[src/rtl/pc_seq_pkg.sv]
// Shared definitions for the program-counter sequencer: condition codes,
// flag bit positions and the branch-condition evaluator.
package pc_seq_pkg;

    localparam logic [2:0] COND_NEVER  = 3'b000;
    localparam logic [2:0] COND_Z      = 3'b001;
    localparam logic [2:0] COND_NZ     = 3'b010;
    localparam logic [2:0] COND_C      = 3'b011;
    localparam logic [2:0] COND_NC     = 3'b100;
    localparam logic [2:0] COND_S      = 3'b101;
    localparam logic [2:0] COND_NS     = 3'b110;
    localparam logic [2:0] COND_ALWAYS = 3'b111;

    localparam int FLAG_Z = 0;
    localparam int FLAG_C = 1;
    localparam int FLAG_S = 2;

    function automatic logic cond_eval(input logic [2:0] cond, input logic [2:0] flags);
        logic res;
        res = 1'b0;
        case (cond)
            COND_NEVER:  res = 1'b0;
            COND_Z:      res = flags[FLAG_Z];
            COND_NZ:     res = ~flags[FLAG_Z];
            COND_C:      res = flags[FLAG_C];
            COND_NC:     res = ~flags[FLAG_C];
            COND_S:      res = flags[FLAG_S];
            COND_NS:     res = ~flags[FLAG_S];
            COND_ALWAYS: res = 1'b1;
            default:     res = 1'b0;
        endcase
        return res;
    endfunction

endpackage

[src/rtl/pc_sequencer_ret_stack.sv]
// Return-address LIFO for call/return. dout is the combinational top of stack;
// pushes into a full stack and pops from an empty one are dropped and flagged.
module ret_stack #(
    parameter int AW    = 32,
    parameter int DEPTH = 8
) (
    input  logic          clk,
    input  logic          rst_n,
    input  logic          push,
    input  logic          pop,
    input  logic [AW-1:0] din,
    output logic [AW-1:0] dout,
    output logic          empty,
    output logic          full,
    output logic          ovf,
    output logic          udf
);

    localparam int PW = $clog2(DEPTH);

    logic [PW:0]   sp;
    logic [AW-1:0] mem [DEPTH];
    logic [PW-1:0] wr_idx;
    logic [PW-1:0] rd_idx;
    logic          do_push;
    logic          do_pop;

    assign wr_idx  = sp[PW-1:0];
    assign rd_idx  = wr_idx - PW'(1);
    assign empty   = (sp == '0);
    assign full    = (sp == (PW+1)'(DEPTH));
    // A simultaneous push is ignored when popping; the owner never relies on both.
    assign do_pop  = pop & ~empty;
    assign do_push = push & ~pop & ~full;
    assign ovf     = push & ~pop & full;
    assign udf     = pop & empty;
    assign dout    = mem[rd_idx];

    always_ff @(posedge clk or negedge rst_n) begin
        if (!rst_n) begin
            sp <= '0;
        end else if (do_pop) begin
            sp <= sp - (PW+1)'(1);
        end else if (do_push) begin
            sp <= sp + (PW+1)'(1);
        end
    end

    // Storage is data only and carries no reset.
    always_ff @(posedge clk) begin
        if (do_push) begin
            mem[wr_idx] <= din;
        end
    end

endmodule

[src/rtl/pc_sequencer.sv]
// Program-counter sequencer: PC register, next-PC selection and call/return stack.
// Optional taken-branch counter output br_count enabled by defining PC_SEQ_BRCNT_EN.
module pc_sequencer
    import pc_seq_pkg::*;
#(
    parameter int              AW       = 32,
    parameter int              DEPTH    = 8,
    parameter int unsigned     PC_STEP  = 1,
    parameter logic [AW-1:0]   RESET_PC = '0
) (
    input  logic          clk,
    input  logic          rst_n,
    input  logic          en,
    input  logic [AW-1:0] address,
    input  logic [AW-1:0] alu_result,
    input  logic          ad_sel,
    input  logic          uncond,
    input  logic [2:0]    cond,
    input  logic [2:0]    flags,
    input  logic          call,
    input  logic          ret,
    output logic [AW-1:0] pc,
    output logic [AW-1:0] next_pc,
    output logic          taken,
    output logic          stk_empty,
    output logic          stk_full,
    output logic          stk_err
`ifdef PC_SEQ_BRCNT_EN
    ,
    output logic [31:0]   br_count
`endif
);

    logic [AW-1:0] seq;
    logic [AW-1:0] target;
    logic [AW-1:0] tos;
    logic          jump;
    logic          push;
    logic          pop;
    logic          ovf;
    logic          udf;

    assign seq    = pc + AW'(PC_STEP);
    assign target = ad_sel ? alu_result : address;
    assign jump   = uncond | cond_eval(cond, flags) | call;
    // ret overrides call entirely, so a call is only pushed when ret is low.
    assign push   = en & call & ~ret;
    assign pop    = en & ret;

    ret_stack #(
        .AW    (AW),
        .DEPTH (DEPTH)
    ) u_ret_stack (
        .clk   (clk),
        .rst_n (rst_n),
        .push  (push),
        .pop   (pop),
        .din   (seq),
        .dout  (tos),
        .empty (stk_empty),
        .full  (stk_full),
        .ovf   (ovf),
        .udf   (udf)
    );

    // taken follows the selected source, not a value compare against seq.
    always_comb begin
        next_pc = seq;
        taken   = 1'b0;
        if (ret) begin
            if (!stk_empty) begin
                next_pc = tos;
                taken   = 1'b1;
            end
        end else if (jump) begin
            next_pc = target;
            taken   = 1'b1;
        end
    end

    always_ff @(posedge clk or negedge rst_n) begin
        if (!rst_n) begin
            pc      <= RESET_PC;
            stk_err <= 1'b0;
        end else if (en) begin
            pc      <= next_pc;
            stk_err <= stk_err | ovf | udf;
        end
    end

`ifdef PC_SEQ_BRCNT_EN
    function automatic logic [31:0] sat_inc(input logic [31:0] v);
        return (v == 32'hFFFF_FFFF) ? v : v + 32'd1;
    endfunction

    always_ff @(posedge clk or negedge rst_n) begin
        if (!rst_n) begin
            br_count <= '0;
        end else if (en && taken) begin
            br_count <= sat_inc(br_count);
        end
    end
`endif

endmodule

[config.mk]
export PLATFORM = sky130hd
export DESIGN_NAME = pc_sequencer
export DESIGN_NICKNAME = d
export VERILOG_FILES = /design/src/rtl/pc_seq_pkg.sv /design/src/rtl/pc_sequencer_ret_stack.sv /design/src/rtl/pc_sequencer.sv
export SDC_FILE = /design/constraint.sdc
export NUM_CORES = 1
export LEC_CHECK = 0
export ABC_AREA = 1
export CAP_MARGIN = 10
export CELL_PAD_IN_SITES_DETAIL_PLACEMENT = 0
export CELL_PAD_IN_SITES_GLOBAL_PLACEMENT = 1
export CORE_MARGIN = 2
export CORE_UTILIZATION = 40
export CTS_CLUSTER_SIZE = 28
export DETAILED_ROUTE_END_ITERATION = 10
export PLACE_DENSITY = 0.83
export SLEW_MARGIN = 40
export SYNTH_ARGS = -nofsm -noshare
export SYNTH_HDL_FRONTEND = slang
export SYNTH_SLANG_ARGS = --single-unit
[constraint.sdc]
create_clock -name clk -period 5.8 [get_ports clk]
set_input_delay 0.87 -clock clk [delete_from_list [all_inputs] [get_ports clk]]
set_output_delay 0.87 -clock clk [all_outputs]
set_load 0.02 [all_outputs]
== Yosys cells after proc, flatten, opt, wreduce, memory -nomap -nowiden ==
Memory sizes are Yosys's and may differ from the RTL's.
Cells that the tools add are included.

* Add/subtract/negate cells: 4
* Equality and inequality tests: 8
* Multiplexer cells: 12
* Bitwise logic cells: 19
* Reduce and logical (&&, ||, !) cells: 3

{| class="wikitable"
|+ Operators with widths
! cell !! count
|-
| 32-bit 2-to-1 mux || 4
|-
| 32-bit by 1-bit adder with 32-bit output, second input constant || 1
|-
| 3-bit equality test, second input constant || 4
|-
| 1-bit AND || 8
|-
| 4-bit 2-to-1 mux || 2
|-
| 1-bit one-hot mux with 8 select lines || 1
|-
| 1-bit inverter || 7
|-
| 3-bit by 2-bit equality test with 1-bit output, second input constant || 2
|-
| 1-bit 2-to-1 mux || 5
|-
| 4-bit by 1-bit adder with 4-bit output, second input constant || 1
|-
| 4-bit equality test, second input constant || 1
|-
| 4-bit zero test || 1
|-
| 1-bit bitwise OR || 4
|-
| 4-bit by 1-bit subtractor with 4-bit output, second input constant || 1
|-
| 3-bit by 1-bit equality test with 1-bit output, second input constant || 1
|-
| 3-bit zero test || 1
|-
| 3-bit by 1-bit subtractor with 3-bit output, second input constant || 1
|-
| 2-bit nonzero test || 1
|}

* Flip-flop bits (word level): 37
* Memory bits (writable): 256
* Bits of input ports: 77
* Output and inout port bits: 68
* Word-level logic and storage cells: 50
* Memories kept: 1

{| class="wikitable"
|+ Memory list
! memory !! words !! width !! rd ports !! clocked after memory_dff !! write ports !! line !! text
|-
| u_ret_stack.mem || 8 || 32 || 1 || 0 || 1 || pc_sequencer_ret_stack.sv:22 || <nowiki>logic [AW-1:0] mem [DEPTH];</nowiki>
|}

== Depth between registers and ports, before layout ==
Gate-level depths: netlist of the first run.

* Depth in word-level cells: 6
* Depth in mapped cells: 16
* Gate-level depth less buffers: 13

== Hierarchy ==
From an unflattened synthesis of the first run, not the netlist that was laid out.

* Cells, all modules: 1454
* Area, all modules: 14202.4 µm²

{| class="wikitable"
|+ By module, submodules not included
! module !! instances !! cells each !! area an instance (µm²) !! sequential area each (µm²)
|-
| ret_stack || 1 || 791 || 10391.2 || 7787.5
|-
| pc_sequencer || 1 || 663 || 3811.2 || 825.8
|}

== Worst setup path after synthesis of the first run ==
Ideal clock, no wire load.

* Path kind: reg2reg
* From: register u_ret_stack.sp[0]
* To: memory u_ret_stack.mem[1][0], enable pin
* Setup time: 0.421 ns
* Arrival time: 2.810 ns
* Required time: 5.379 ns
* Slack: 2.569 ns
* Cell stages (with the launch flop): 11
* Path buffers: 3
* Clock period less this slack: 3.231 ns
* Cell sequence: dfrtp_1 > buf_4 > inv_4 > buf_4 > buf_4 > ha_1 > nand3_1 > nand2_1 > inv_1 > nand2_1 > nor2_1

* Longest elaborated chain between the ends: 5

{| class="wikitable"
|+ Ends and longest elaborated chain
! what !! line !! text
|-
| from (decl) || pc_sequencer_ret_stack.sv:21 || <nowiki>logic [PW:0] sp;</nowiki>
|-
| from (signal assigned) || pc_sequencer_ret_stack.sv:43 || <nowiki>sp <= sp - (PW+1)'(1);</nowiki>
|-
| from (signal assigned) || pc_sequencer_ret_stack.sv:45 || <nowiki>sp <= sp + (PW+1)'(1);</nowiki>
|-
| 4-bit equality test || pc_sequencer_ret_stack.sv:31 || <nowiki>assign full = (sp == (PW+1)'(DEPTH));</nowiki>
|-
| 1-bit inverter || pc_sequencer_ret_stack.sv:34 || <nowiki>assign do_push = push & ~pop & ~full;</nowiki>
|-
| 1-bit AND || pc_sequencer_ret_stack.sv:34 ||
|-
| 1-bit 2-to-1 mux || pc_sequencer_ret_stack.sv:51 || <nowiki>if (do_push) begin</nowiki>
|-
| 1-bit 2-to-1 mux (implied by the code) || pc_sequencer_ret_stack.sv:52 || <nowiki>mem[wr_idx] <= din;</nowiki>
|-
| to (decl) || pc_sequencer_ret_stack.sv:22 ||
|}

Several ways; a longest one is shown, not always the timed one.

== Final worst setup path of the first run ==
* From: register u_ret_stack.sp[0]
* To: output next_pc[20]

* Longest elaborated chain between the ends: 4
* Elaborated cells between the ends (all ways): 5
* Those cells by class: 1 x add/sub; 2 x mux; 1 x reduce/logical; 1 x memory

{| class="wikitable"
|+ Ends and longest elaborated chain
! what !! line !! text
|-
| 3-bit by 1-bit subtractor with 3-bit output || pc_sequencer_ret_stack.sv:29 || <nowiki>assign rd_idx = wr_idx - PW'(1);</nowiki>
|-
| memory 8 x 32 bit || n/a ||
|-
| 32-bit 2-to-1 mux * || pc_sequencer.sv:71 || <nowiki>if (!stk_empty) begin</nowiki>
|-
| 32-bit 2-to-1 mux * || pc_sequencer.sv:70 || <nowiki>if (ret) begin</nowiki>
|-
| to (decl) || pc_sequencer.sv:23 || <nowiki>output logic [AW-1:0] next_pc,</nowiki>
|}

Every way passes the cells marked *; elsewhere a longest branch is shown, timed or not.

==> metrics.csv, run 1 <==
stage,metric,value,unit
run_status,status,finished clean,
placement,post-DP HPWL,26800,um
routing,wire length on met3,3160,um
synth,Yosys top cell by area,edfxtp_1,
timing,final setup vio count,0,
critical_path,"CP delay by family, top",buffers and inverters,
grt,gr ovfl total,0,
routing,TritonRoute pass-1 iters,5,
synth,Post-Syn Instances,1536,
synth,most common cell in the synthesized netlist,nand2_1,
timing,setup_tns,0,ns
routing,post-route ant nets,0,
floorplan,Die Wd,193,um
power_and_ir_drop,maximum VDD drop,0.000343,V
layout,"Cell Count, Final, Fillers Out",2146,
layout,Layout area overhead,19.9,%
power_and_ir_drop,PD cells,556,mW/mm^2
synth,register area share after synthesis,60.6,%
timing,max frequency,210,MHz
critical_path,CP max stage delay,0.63,ns
clocking,CTS Sinks,293,
synth,mux cell area share after synthesis,1.41,%
synth,Post-Syn Area,0.0142,sq mm
synth,Commonest cells post-synth,"466 x nand2_1, 256 x edfxtp_1, 224 x nor2_1, 168 x nand3_1, 113 x inv_1",
clocking,total CTS buffers,28,
timing,headroom to the max-slew limit,40.2,%
floorplan,Core Area,0.0353,sq mm
critical_path,CP dominant cell by count,nand2_1,
synth,Synth top area share,54.1,%
placement,dpl cells,2093,
job,Max-cap violations,0,
grt,total track usage,22.1,%
critical_path,slowest CP cell,clkdlybuf4s50_1,
floorplan,full die area,0.0371,sq mm
routing,DRC Markers,0,
critical_path,reg2reg setup slack,2.89,ns
floorplan,die height,193,um
clocking,"Reg clk slew, reported paths",0.07,ns
critical_path,WP buf/inv,4,
clocking,cts hold-fix bufs,0,
critical_path,"Arr. time, crit path",3.90,ns
timing,period utilisation layout,82.2,%
grt,first-pass GRT wire length,61600,um
critical_path,crit path capture type,output pin,
placement,DP Worst Slack,1.33,ns
synth,Yosys warnings,0,
floorplan,IO Count,145,
grt,vias in the first global route,10400,
layout,Filler Cells Inserted,3150,
routing,vias per cell,5.19,
critical_path,R2R depth,12,
critical_path,crit-path max FO,31,
synth,Unique masters post-synth,37,
synth,Synth Area in Compound Gates,4.72,%
layout,ANT cells,0,
synth,Syn Area/Cell,9.26,sq um
synth,ys async rst share,12.6,%
timing,unrepaired setup endpoints after global routing,false,
routing,met2 WL,18900,um
grt,largest net degree at the start of global routing,115,
critical_path,CP required,4.93,ns
layout,Final Cell Area,0.0170,sq mm
power_and_ir_drop,static leakage,6.83,nW
critical_path,critical-path cell list,"inv_4, ha_2, inv_2, buf_4, nand3_1, nand3_1, nand2_1, a21oi_1, nand2_1, nand2_1, clkdlybuf4s50_1",
timing,Final Skew,0.0114,ns
timing,Final Max Tran Viols,0,
synth,Synthesized Nets,1618,
clocking,root buf cell,clkbuf_16,
routing,metal1 wirelength,17600,um
worst_hold_path,Min-Delay Path Class,in -> async,
layout,Nets,1746,
floorplan,Row Count,69,
synth,Post-synth EDFFs,256,
synth,dominant cells by area after synthesis,"edfxtp_1 54%, nand2_1 12%, dfrtp_1 6.5%, nand3_1 5.9%, nor2_1 5.9%",
clocking,post_cts resized,0,
layout,Post-Route Utilization,48.3,%
timing,Final Hold Viols,0,
critical_path,Setup CP Type,reg -> out,
clocking,H-tree levels,1,
timing,fin worst setup slack,1.03,ns
synth,Synth Area in Adders,0.493,%
synth,#FFs+latches synth,293,
clocking,CTS tree,yes,
clocking,Longest Clk Path Bufs,3,
floorplan,starting density of the core,40.3,%
routing,1st-iter DRT viols,1172,
synth,XOR/XNOR share of the synthesized area,0.968,%
layout,layout cells sized above 1,6.53,%
clocking,Post CTS Setup Buffer Count,0,
critical_path,CP startpoint kind,flip-flop,
routing,highest routed layer,met4,
routing,DR vias,11100,
synth,combinational family with the most area after synthesis,simple AND/OR/NAND/NOR gates,
timing,Final Critical Period,4.77,ns
placement,PortBufs,144,
clocking,clk_lat worst skew,0.54,ns
grt,antenna violations before repair,0,
routing,routed length per instance,19.1,um
synth,ys flop type,edfxtp_1,
timing,Worst Tran Pin Value,0.895,ns
placement,DP Area,0.0161,sq mm
placement,GPL Wtd Cong,0.931,
critical_path,Crit Reg-Reg Startpoint,u_ret_stack.sp[0],
synth,simple-gate area share of the yosys netlist,25.4,%
routing,final wirelength,40900,um
critical_path,worst reg2reg path endpoint,pc[20],
metrics by stage:
stage,hold WS [ns],power [mW]
finish,0.294,9.48
global route,0.323,10.0
CTS,0.296,9.44
detailed placement,0.492,7.60
global placement,0.470,7.56
floorplan,0.464,5.89
layout by cell type, fill, tap and decap left out, types with 2 or more instances in the layout:
cell             Yosys  layout
a21oi_1             15      15
buf_16               0       3
buf_4                7      23
bufinv_16            0       3
clkbuf_1            21       3
clkbuf_16            0      29
clkdlybuf4s50_1      0     142
clkinv_1             1       4
clkinv_2             0       9
dfrtp_1             37      36
edfxtp_1           256     256
ha_1                 4       3
inv_1              113     112
inv_2                9      10
inv_6                0       2
mux2i_1             20      20
nand2_1            466     466
nand2_2              3       3
nand3_1            168     168
nand3_2              4       4
nand3b_1             9       9
nor2_1             224     216
nor2_2               4       4
nor2_4               1       9
o211ai_1            10      10
o21ai_0             95      95
o21bai_1             3       3
xnor2_1              5       5
xor2_1               7       7
logic make-up after synthesis:
kind of cell / Yosys count
buf+inv: 197
fa+ha+maj: 5
simple gates: 881
xor+xnor: 14
mux: 20
flops: 293
compound gates: 126
report_power, final:
part	switching [mW]	internal, mW
Combinational	3.08	1.49
Sequential	0.275	2.79
Clock	0.775	1.06
final cells by class:
cell class / instances / area [sq um] / share of cell area, %
inverter: 124 / 468 / 2.75
timing repair buffer: 171 / 1710 / 10.0
clock inverter: 18 / 171 / 1.01
clock buffer: 33 / 751 / 4.41
multi-input combinational: 1046 / 4750 / 27.9
sequential: 293 / 8620 / 50.6
tap: 461 / 577 / 3.39
routing by layer:
layer / track usage [%] / up-vias
li1: - / 5325
met1: 31.0 / 5240
met2: 35.3 / 480
met3: 3.36 / 85
met4: 7.43 / 0
met5: 0 / -
registers in the layout, indices dropped and copies added (netlist names):
register,flops
stk_err,1
pc,32
u_ret_stack.sp,4
u_ret_stack.mem,256
worst max path at each step:
stage / slack [ns] / endpoint / from / cells past startpoint
after CTS: 1.06 / next_pc[11] / u_ret_stack.sp[0] / 11
final: 1.03 / next_pc[20] / u_ret_stack.sp[0] / 11
after floorplan: 2.57 / u_ret_stack.mem[1][0] / u_ret_stack.sp[0] / 10
after global routing: 0.85 / next_pc[15] / u_ret_stack.sp[0] / 11
after global placement: 1.35 / next_pc[28] / ret / 9
after detailed placement: 1.33 / next_pc[27] / ret / 9
Power figures use the tool's default switching activity.
==> inputs of run 2 (changes only) <==
--- a/config.mk
+++ b/config.mk
@@ -13,7 +13,7 @@
 export CORE_UTILIZATION = 40
 export CTS_CLUSTER_SIZE = 28
 export DETAILED_ROUTE_END_ITERATION = 10
-export PLACE_DENSITY = 0.83
+export PLACE_DENSITY = 0.86
 export SLEW_MARGIN = 40
 export SYNTH_ARGS = -nofsm -noshare
 export SYNTH_HDL_FRONTEND = slang
==> constraint.sdc (replaced) <==
create_clock -name clk -period 3.85 [get_ports clk]
set_input_delay 0.5775 -clock clk [delete_from_list [all_inputs] [get_ports clk]]
set_output_delay 0.5775 -clock clk [all_outputs]
set_load 0.02 [all_outputs]
==> run 2 against run 1 <==
Effect of this change:
- sequential share of layout area is 0.59 points lower
- non-clock buffer count increased by 11
- utilization is 0.57 points higher
- cell count increased by 0.42%
- design area rose by 1.2%
- worst hold slack worse by 0.29 ns
- critical path depth is the same
- die area unchanged
- worst setup slack got worse by 0.89 ns
- power up 51%
==> metrics.csv, run 2 (same netlist as run 1, synthesis figures left out) <==
stage,metric,value,unit,change
grt,vias in the first global route,10600,,was 10400
grt,met1 Resource Use GR,31.3,%,was 31.0%
clocking,total CTS buffers,28,,unchanged
routing,final wirelength,40800,um,was 40900 um
job,Max-cap violations,0,,unchanged
floorplan,starting density of the core,40.3,%,unchanged
critical_path,CP required,3.27,ns,was 4.93 ns
timing,Worst Tran Pin Value,0.700,ns,was 0.895 ns
layout,Layout area overhead,21.3,%,was 19.9%
grt,largest net degree at the start of global routing,136,,was 115
power_and_ir_drop,maximum VDD drop,0.000674,V,was 0.000343 V
layout,most frequent cells in the layout,"465 x nand2_1, 256 x edfxtp_1, 216 x nor2_1, 168 x nand3_1, 126 x clkdlybuf4s50_1",,"was 466 x nand2_1, 256 x edfxtp_1, 216 x nor2_1, 168 x nand3_1, 142 x clkdlybuf4s50_1"
grt,total track usage,22.1,%,about the same
critical_path,crit-path max FO,40,,was 31
worst_hold_path,Min-Delay Path Class,in -> async,,unchanged
timing,unrepaired setup endpoints after global routing,true,,was false
layout,register with the most flip-flops,u_ret_stack.mem,,unchanged
power_and_ir_drop,overall power,14.4,mW,was 9.48 mW
layout,ANT cells,0,,unchanged
power_and_ir_drop,PD cells,833,mW/mm^2,was 556 mW/mm^2
floorplan,Row Count,69,,unchanged
floorplan,die height,193,um,unchanged
layout,max FFs per register,256,,unchanged
layout,layout cells sized above 1,6.79,%,was 6.53%
placement,post-DP HPWL,26200,um,was 26800 um
routing,routed length per instance,18.9,um,was 19.1 um
placement,PortBufs,144,,unchanged
layout,largest registers,"u_ret_stack.mem: 256 flops, pc: 32 flops, u_ret_stack.sp: 4 flops",,unchanged
routing,DR vias,11100,,about the same
routing,vias per cell,5.17,,was 5.19
clocking,root buf cell,clkbuf_16,,unchanged
timing,max frequency,270,MHz,
timing,Final Max Tran Viols,0,,unchanged
floorplan,IO Count,145,,unchanged
timing,Final Skew,0.00975,ns,was 0.0114 ns
routing,TritonRoute pass-1 iters,7,,was 5
floorplan,Die Wd,193,um,unchanged
critical_path,crit path capture type,output pin,,unchanged
timing,Final Critical Period,3.71,ns,
grt,antenna violations before repair,1,,was 0
placement,GPL Wtd Cong,0.954,,was 0.931
critical_path,Setup CP Type,reg -> out,,unchanged
layout,"commonest non-fill, non-tap cell in the layout",nand2_1,,unchanged
layout,Nets,1757,,was 1746
layout,Filler Cells Inserted,3205,,was 3150
grt,GR Util met2,34.9,%,was 35.3%
clocking,clk_lat worst skew,0.55,ns,was 0.54 ns
power_and_ir_drop,static leakage,7.04,nW,was 6.83 nW
critical_path,CP startpoint kind,flip-flop,,unchanged
grt,first-pass GRT wire length,62100,um,was 61600 um
floorplan,Core Area,0.0353,sq mm,unchanged
clocking,"Reg clk slew, reported paths",0.06,ns,was 0.07 ns
routing,post-route ant nets,0,,unchanged
grt,gr ovfl total,0,,unchanged
grt,met3 Resource Use GR,3.02,%,was 3.36%
routing,1st-iter DRT viols,1040,,was 1172
routing,DRC Markers,0,,unchanged
critical_path,"Arr. time, crit path",3.13,ns,was 3.90 ns
timing,period utilisation layout,96.3,%,
placement,dpl cells,2106,,was 2093
clocking,CTS tree,yes,,unchanged
floorplan,full die area,0.0371,sq mm,unchanged
timing,final setup vio count,0,,unchanged
timing,headroom to the max-slew limit,53.2,%,was 40.2%
layout,"Cell Count, Final, Fillers Out",2155,,was 2146
clocking,H-tree levels,1,,unchanged
critical_path,reg2reg setup slack,1.26,ns,was 2.89 ns
layout,multi-input logic area,0.00475,sq mm,about the same
timing,Final Hold Viols,0,,unchanged
clocking,Longest Clk Path Bufs,3,,unchanged
layout,Reg area,0.00862,sq mm,unchanged
grt,global routing's busiest layer,met2,,unchanged
clocking,CTS Sinks,293,,unchanged
run_status,status,finished clean,,unchanged
-- run 2: cell types whose count changed in the layout (fill, tap and decap cells not counted), moves of 3 or more --
cell             previous run  this run
buf_12                      0        15
buf_16                      3         0
clkbuf_1                    3         9
clkdlybuf4s50_1           142       126
clkinv_2                    9         2
dlymetal6s2s_1              0        16
-- run 2: per-stage QoR --
step                setup slack, ns  cell area (sq um)  utilization, %  setup TNS (ns)  hold slack (ns)
finish                        0.141              17200            48.8               0          0.00371
global route               -0.00542              17200            48.8        -0.00542           0.0319
CTS                          0.0207              17200            48.7               0          0.00863
detailed placement            0.541              16300            46.2               0            0.485
global placement              0.563              16300            46.2               0            0.481
floorplan                     0.619              14200               -               0            0.282
-- run 2: worst paths after layout --
check | from | to | cells after the start
max | u_ret_stack.sp[1] | next_pc[18] | 11
min | rst_n | pc[30] | 1
max reg2reg | u_ret_stack.sp[1] | u_ret_stack.sp[3] | 13
min reg2reg | u_ret_stack.sp[3] | u_ret_stack.sp[3] | 1
max in group asynchronous | rst_n | u_ret_stack.sp[0] | 1
min in group clk | u_ret_stack.sp[3] | u_ret_stack.sp[3] | 1
-- run 2: cell type report --
class                           instances  area share (%)
Clock buffer                           41            4.65
Clock inverter                          8           0.414
Inverter                              124            2.71
Multi-Input combinational cell       1046            27.6
Sequential cell                       293            50.0
Tap cell                              461            3.35
Timing Repair Buffer                  182            11.3
-- run 2: worst max-delay path, stage by stage (launching register included) --
cell             delay, ns
dfrtp_1               0.42
inv_1                 0.15
ha_2                  0.34
inv_2                 0.11
buf_12                0.24
nand3_1               0.12
nand3_1               0.09
nand2_1               0.14
a21oi_1               0.17
nand2_1               0.07
nand2_1               0.11
clkdlybuf4s50_1       0.62
-- run 2: routing by layer --
| layer | up-vias | routed length [um] |
|---|---|---|
| met5 | - | 13 |
| met4 | 2 | 1470 |
| met3 | 77 | 3390 |
| met2 | 504 | 18700 |
| met1 | 5212 | 17200 |
| li1 | 5354 | - |
-- run 2: where the power goes --
group / total [mW] / switching, mW / internal [mW]
sequential: 4.61 / 0.403 / 4.21
clock: 2.64 / 1.14 / 1.50
combinational: 7.11 / 4.70 / 2.41
-- run 2: repair_timing --
item                                    CTS  global route
hold buffers                              0             0
buffers inserted                          0             0
resized for setup                         1            22
endpoints found under the setup margin    2            24
